[config.mk]
export PLATFORM = sky130hd
export DESIGN_NAME = afe_spi_arbiter
export DESIGN_NICKNAME = d
export VERILOG_FILES = /design/src/rtl/afe_spi_arbiter.sv
export SDC_FILE = /design/constraint.sdc
export NUM_CORES = 1
export LEC_CHECK = 0
export ABC_AREA = 1
export BUFFER_PORTS_ARGS = -buffer_cell sky130_fd_sc_hd__buf_2
export CAP_MARGIN = 40
export CORE_ASPECT_RATIO = 1.5
export CORE_UTILIZATION = 45
export DETAILED_ROUTE_END_ITERATION = 10
export PLACE_DENSITY = 0.64
export SLEW_MARGIN = 20
export SYNTH_ARGS = -nofsm -noshare
export SYNTH_HDL_FRONTEND = slang
export SYNTH_SLANG_ARGS = --single-unit
[constraint.sdc]
create_clock -name sysClk -period 2.87 [get_ports sysClk]
set_input_delay 0.1435 -clock sysClk [delete_from_list [all_inputs] [get_ports sysClk]]
set_output_delay 0.1435 -clock sysClk [all_outputs]
set_load 0.02 [all_outputs]
[src/rtl/afe_spi_arbiter.sv]
// Round-robin arbiter that shares one write-only SPI shifter between two requesters
// and serialises each accepted word onto the addressed AFE's SCLK/SDI/LE lines.
//
// state    | meaning
// IDLE     | waiting for a request; grants and pulses done of the previous owner
// SHIFT_LO | SCLK low, SDI presents the current bit, CLK_DIV cycles
// SHIFT_HI | SCLK high, SDI held, CLK_DIV cycles; bit counter advances at the end
// LATCH    | LE high for LE_CYCLES after the last bit
// GAP      | all lines low for GAP_CYCLES before returning to IDLE
module afe_spi_arbiter #(
    parameter int DATA_WIDTH = 8,
    parameter int CLK_DIV    = 8,
    parameter int LE_CYCLES  = 4,
    parameter int GAP_CYCLES = 4
) (
    input  logic                  sysClk,
    input  logic                  sysRst_n,
    input  logic                  req0_valid,
    input  logic                  req0_sel,
    input  logic [DATA_WIDTH-1:0] req0_data,
    output logic                  req0_ready,
    output logic                  req0_done,
    input  logic                  req1_valid,
    input  logic                  req1_sel,
    input  logic [DATA_WIDTH-1:0] req1_data,
    output logic                  req1_ready,
    output logic                  req1_done,
    output logic                  busy,
    output logic [1:0]            AFE_SPI_CLK,
    output logic [1:0]            AFE_SPI_SDI,
    output logic [1:0]            AFE_SPI_LE
);

    localparam int HP_W     = $clog2(CLK_DIV + 1);
    localparam int BIT_W    = $clog2(DATA_WIDTH + 1);
    localparam int WAIT_MAX = (LE_CYCLES > GAP_CYCLES) ? LE_CYCLES : GAP_CYCLES;
    localparam int WAIT_W   = $clog2(WAIT_MAX + 1);

    localparam logic [HP_W-1:0]   HP_LOAD  = HP_W'(CLK_DIV - 1);
    localparam logic [BIT_W-1:0]  BIT_LOAD = BIT_W'(DATA_WIDTH - 1);
    localparam logic [WAIT_W-1:0] LE_LOAD  = WAIT_W'(LE_CYCLES - 1);
    localparam logic [WAIT_W-1:0] GAP_LOAD = WAIT_W'(GAP_CYCLES - 1);

    typedef enum logic [2:0] {
        IDLE,
        SHIFT_LO,
        SHIFT_HI,
        LATCH,
        GAP
    } state_t;

    state_t                state;
    logic [HP_W-1:0]       hp_cnt;
    logic [BIT_W-1:0]      bit_cnt;
    logic [WAIT_W-1:0]     wait_cnt;
    logic [DATA_WIDTH-1:0] shreg;
    logic                  sel_q;
    logic                  owner_q;
    logic                  last_grant;
    logic                  run_q;
    logic                  clk_q;
    logic                  le_q;
    logic [1:0]            done_q;

    logic                  grant;
    logic                  accept;
    logic                  g_sel;
    logic [DATA_WIDTH-1:0] g_data;
    logic                  sdi_bit;

    always_comb begin
        grant = 1'b0;
        if (req0_valid && req1_valid) grant = ~last_grant;
        else                          grant = req1_valid;
    end

    // run_q keeps ready low while reset is asserted and for the first cycle after it
    assign accept     = run_q && (state == IDLE) && (req0_valid || req1_valid);
    assign req0_ready = accept && !grant;
    assign req1_ready = accept && grant;
    assign busy       = accept || (state != IDLE);
    assign g_sel      = grant ? req1_sel : req0_sel;
    assign g_data     = grant ? req1_data : req0_data;

    always_ff @(posedge sysClk or negedge sysRst_n) begin
        if (!sysRst_n) begin
            state      <= IDLE;
            hp_cnt     <= '0;
            bit_cnt    <= '0;
            wait_cnt   <= '0;
            shreg      <= '0;
            sel_q      <= 1'b0;
            owner_q    <= 1'b0;
            last_grant <= 1'b1;
            run_q      <= 1'b0;
            clk_q      <= 1'b0;
            le_q       <= 1'b0;
            done_q     <= 2'b00;
        end else begin
            run_q  <= 1'b1;
            done_q <= 2'b00;
            case (state)
                IDLE: begin
                    if (accept) begin
                        owner_q    <= grant;
                        last_grant <= grant;
                        sel_q      <= g_sel;
                        shreg      <= g_data;
                        bit_cnt    <= BIT_LOAD;
                        hp_cnt     <= HP_LOAD;
                        clk_q      <= 1'b0;
                        le_q       <= 1'b0;
                        state      <= SHIFT_LO;
                    end
                end
                SHIFT_LO: begin
                    if (hp_cnt == '0) begin
                        hp_cnt <= HP_LOAD;
                        clk_q  <= 1'b1;
                        state  <= SHIFT_HI;
                    end else begin
                        hp_cnt <= hp_cnt - 1'b1;
                    end
                end
                SHIFT_HI: begin
                    if (hp_cnt == '0) begin
                        clk_q  <= 1'b0;
                        hp_cnt <= HP_LOAD;
                        if (bit_cnt == '0) begin
                            le_q     <= 1'b1;
                            wait_cnt <= LE_LOAD;
                            state    <= LATCH;
                        end else begin
                            bit_cnt <= bit_cnt - 1'b1;
                            shreg   <= {shreg[DATA_WIDTH-2:0], 1'b0};
                            state   <= SHIFT_LO;
                        end
                    end else begin
                        hp_cnt <= hp_cnt - 1'b1;
                    end
                end
                LATCH: begin
                    if (wait_cnt == '0) begin
                        le_q     <= 1'b0;
                        wait_cnt <= GAP_LOAD;
                        state    <= GAP;
                    end else begin
                        wait_cnt <= wait_cnt - 1'b1;
                    end
                end
                GAP: begin
                    if (wait_cnt == '0) begin
                        done_q[owner_q] <= 1'b1;
                        state           <= IDLE;
                    end else begin
                        wait_cnt <= wait_cnt - 1'b1;
                    end
                end
                default: state <= IDLE;
            endcase
        end
    end

    assign sdi_bit     = ((state == SHIFT_LO) || (state == SHIFT_HI)) && shreg[DATA_WIDTH-1];
    assign AFE_SPI_CLK = sel_q ? {clk_q, 1'b0}   : {1'b0, clk_q};
    assign AFE_SPI_SDI = sel_q ? {sdi_bit, 1'b0} : {1'b0, sdi_bit};
    assign AFE_SPI_LE  = sel_q ? {le_q, 1'b0}    : {1'b0, le_q};
    assign req0_done   = done_q[0];
    assign req1_done   = done_q[1];

endmodule

==> flow_metrics.tcl <==
set metrics [dict create \
    ant_nets 0 \
    drv_cap 0 \
    wirelength_mm 4.066 \
    skew_ns 0.004794 \
    remaining_drc_errors 0 \
    synth.net_count 292 \
    nNetsFinal 326 \
    min_period_ns 1.963 \
    p_leak_nw 1.287 \
    slew_viol_final 0 \
    ys_types 27 \
    fin_crit_sh 0.6840 \
    die-area_um2 4398 \
    ctsRootBufferMaster "clkbuf_8" \
    hold_class "in -> reg" \
    grt_start_max_net_pins 31 \
    die_h_um 80.73 \
    peakVddDrop_uv 686.5 \
    ys_ff_latch 30 \
    cts_resized 0 \
    clk_pin_slew_ns 0.06 \
    place_hpwl_mm 3.030 \
    grtUsageTotal 0.2178 \
    seq_power_share 0.303 \
    ys_seq_area_frac 0.4044 \
    vias_per_cell 4.890 \
    reg2reg_depth 9 \
    hold_viol 0 \
    power_switching_w 0.001081 \
    layout_setup_ws_ns 0.9068 \
    die_w_um 54.49 \
    worst_setup_path_end_kind "output pin" \
    slew_headroom 0.5468 \
    htreeDepth 2 \
    grt_pass1_vias 1576 \
    vias 1687 \
    cp_data_required_time_ns 2.73 \
    timing.setup.tns_ns 0 \
    start_util 0.4697 \
    dp_slack_ns 1.035 \
    swShare 0.4447 \
    cts_sinks 30 \
    syn2layout_area_growth_pct 17.63 \
    finalSetupViolations 0 \
    p_per_area_nw_per_um2 1112 \
    hold_depth 5 \
    syn-cell-area_um2 1859 \
    p_comb_frac 0.475 \
    clockBufferDepth 2 \
    rsz0062_at_grt "false" \
    drtIter0Drc 48 \
    ios 33 \
    fmax_mhz 509.4 \
    cp_max_fo 10 \
    synthCells 265 \
    worst_pin_slew_ns 0.6797 \
    drive_gt1_frac 0.1767 \
    cts_made_buffers 5 \
    power.internal_w 0.001350 \
    clkLatencyLatePin_ns 0.28 \
    postCtsSetupBuffers 0 \
    numPortBuffers 32 \
    grt_pass1_wl_mm 6.782 \
    gp_congestion 0.8266 \
    ys_warn_count 0 \
    antenna_cells 0 \
    syn_area_per_cell_um2 7.016 \
    antenna_found_initial 0 \
    dr.pass1.iters 4 \
    status "complete, no violations" \
    routedWlPerCell_um 11.79 \
    overflow 0 \
    power_frac_clock 0.222 \
    cp-start-kind "register" \
    rows 28 \
    critical_path_arrival_ns 1.82 \
    core-area_um2 3959 \
    cts_tree "yes" \
    worstSetupPathType "reg -> out" \
]
## metal layers
metal  GRT usage  vias up  part of all wire
met5           0        -                 0
met4     0.09744        0             0.014
met3     0.04545        5             0.031
met2      0.3744       37              0.52
met1      0.2474      754              0.43
li1            -      891                 -
## area by class of cell
type / count / area, µm²
fill: 407 / 1772
multi-input combinational: 191 / 923.4
sequential: 30 / 752.0
timing repair buffer: 33 / 170.2
inverter: 38 / 142.6
clock buffer: 6 / 82.58
clock inverter: 2 / 60.06
tap: 45 / 56.30
## cell usage after synthesis
master	instances	area share
a21oi_1	7	0.019
buf_6	1	0.0061
nand2_1	91	0.18
o22ai_1	1	0.0034
inv_1	35	0.071
xor2_1	2	0.0094
dfrtp_1	29	0.39
nor2_1	21	0.042
nand4_1	2	0.0067
nand3_1	29	0.078
inv_2	3	0.0061
o31ai_1	1	0.0040
nor3_1	2	0.0054
nand2_2	5	0.017
buf_2	3	0.0081
conb_1	1	0.0020
nand3b_1	8	0.032
dfstp_2	1	0.014
a21o_1	1	0.0040
xnor2_1	1	0.0047
o21ai_1	2	0.0054
buf_4	2	0.0081
nor2_2	1	0.0034
ha_1	5	0.034
nor2_4	2	0.012
o21ai_0	8	0.022
a21oi_4	1	0.0088
## state kept, by name, indices dropped and copies added, names as in the netlist
| register | cells |
|---|---|
| clk_q | 1 |
| le_q | 1 |
| wait_cnt | 3 |
| bit_cnt | 4 |
| shreg | 8 |
| run_q | 1 |
| last_grant | 1 |
| hp_cnt | 4 |
| sel_q | 1 |
| done_q | 2 |
| owner_q | 1 |
| state | 3 |
## through the flow
stage / power (W) / std cells / instance area [µm²] / util / hold WS [ns]
3_5_place_dp: 0.001899 / 336 / 2034 / 0.5139 / 0.2221
5_1_grt: 0.002681 / 345 / 2187 / 0.5525 / 0.2116
4_1_cts: 0.002447 / 345 / 2187 / 0.5525 / 0.1597
2_1_floorplan: 0.001676 / 265 / 1859 / - / -0.1521
6_report: 0.002432 / 345 / 2187 / 0.5525 / 0.1633
3_3_place_gp: 0.001877 / 336 / 2034 / 0.5139 / 0.2203
## what timing repair did
item | in CTS | in global routing
endpoints found under the setup margin | 0 | 0
hold endpoints to repair | 29 | 0
hold buffers | 1 | 0
## worst max-delay path: stages (launching register included)
cell and delay, ns:
dfstp_2 0.53, nand2_1 0.18, nand2_1 0.33, inv_1 0.16
nand2_1 0.14, inv_1 0.04, buf_2 0.15
## power by group through the flow
stage          clock (W)  combinational (W)  sequential, W
2_1_floorplan          0           0.000966       0.000710
3_3_place_gp           0            0.00113       0.000745
3_5_place_dp           0            0.00116       0.000742
4_1_cts         0.000547            0.00116       0.000737
5_1_grt         0.000566            0.00135       0.000762
6_report        0.000541            0.00115       0.000737
## cells in the final DEF, fill, tap and decap left out
cell,Yosys,final
a21o_1,1,1
a21oi_1,7,7
a21oi_4,1,1
buf_2,3,32
bufinv_16,0,2
clkbuf_8,0,6
conb_1,1,1
dfrtp_1,29,29
dfstp_2,1,1
dlygate4sd3_1,0,1
ha_1,5,5
inv_1,35,35
inv_2,3,3
nand2_1,91,91
nand2_2,5,5
nand3_1,29,29
nand3b_1,8,8
nand4_1,2,2
nor2_1,21,21
nor2_2,1,1
nor2_4,2,2
nor3_1,2,2
o21ai_0,8,8
o21ai_1,2,2
o22ai_1,1,1
o31ai_1,1,1
xnor2_1,1,1
xor2_1,2,2
## cell families (layout without fill, tap and decap cells)
family	count (synthesis)	after routing	synth area share
buf+inv	44	79	0.09892
simple gates	161	161	0.3809
compound gates	21	21	0.06596
other cells	1	1	0.002017
flops	30	30	0.4044
xor+xnor	3	3	0.01413
fa+ha+maj	5	5	0.03365
## path summary, 6_finish.rpt
check,slack [ns],start,end
min,0.16,req1_sel,sel_q
max,0.91,last_grant,req1_ready
min reg2reg,0.42,owner_q,done_q[0]
min in group asynchronous,0.43,sysRst_n,wait_cnt[2]
max reg2reg,1.02,hp_cnt[0],bit_cnt[0]
max in group asynchronous,2.00,sysRst_n,shreg[0]
(Power assumes the default switching activity.)
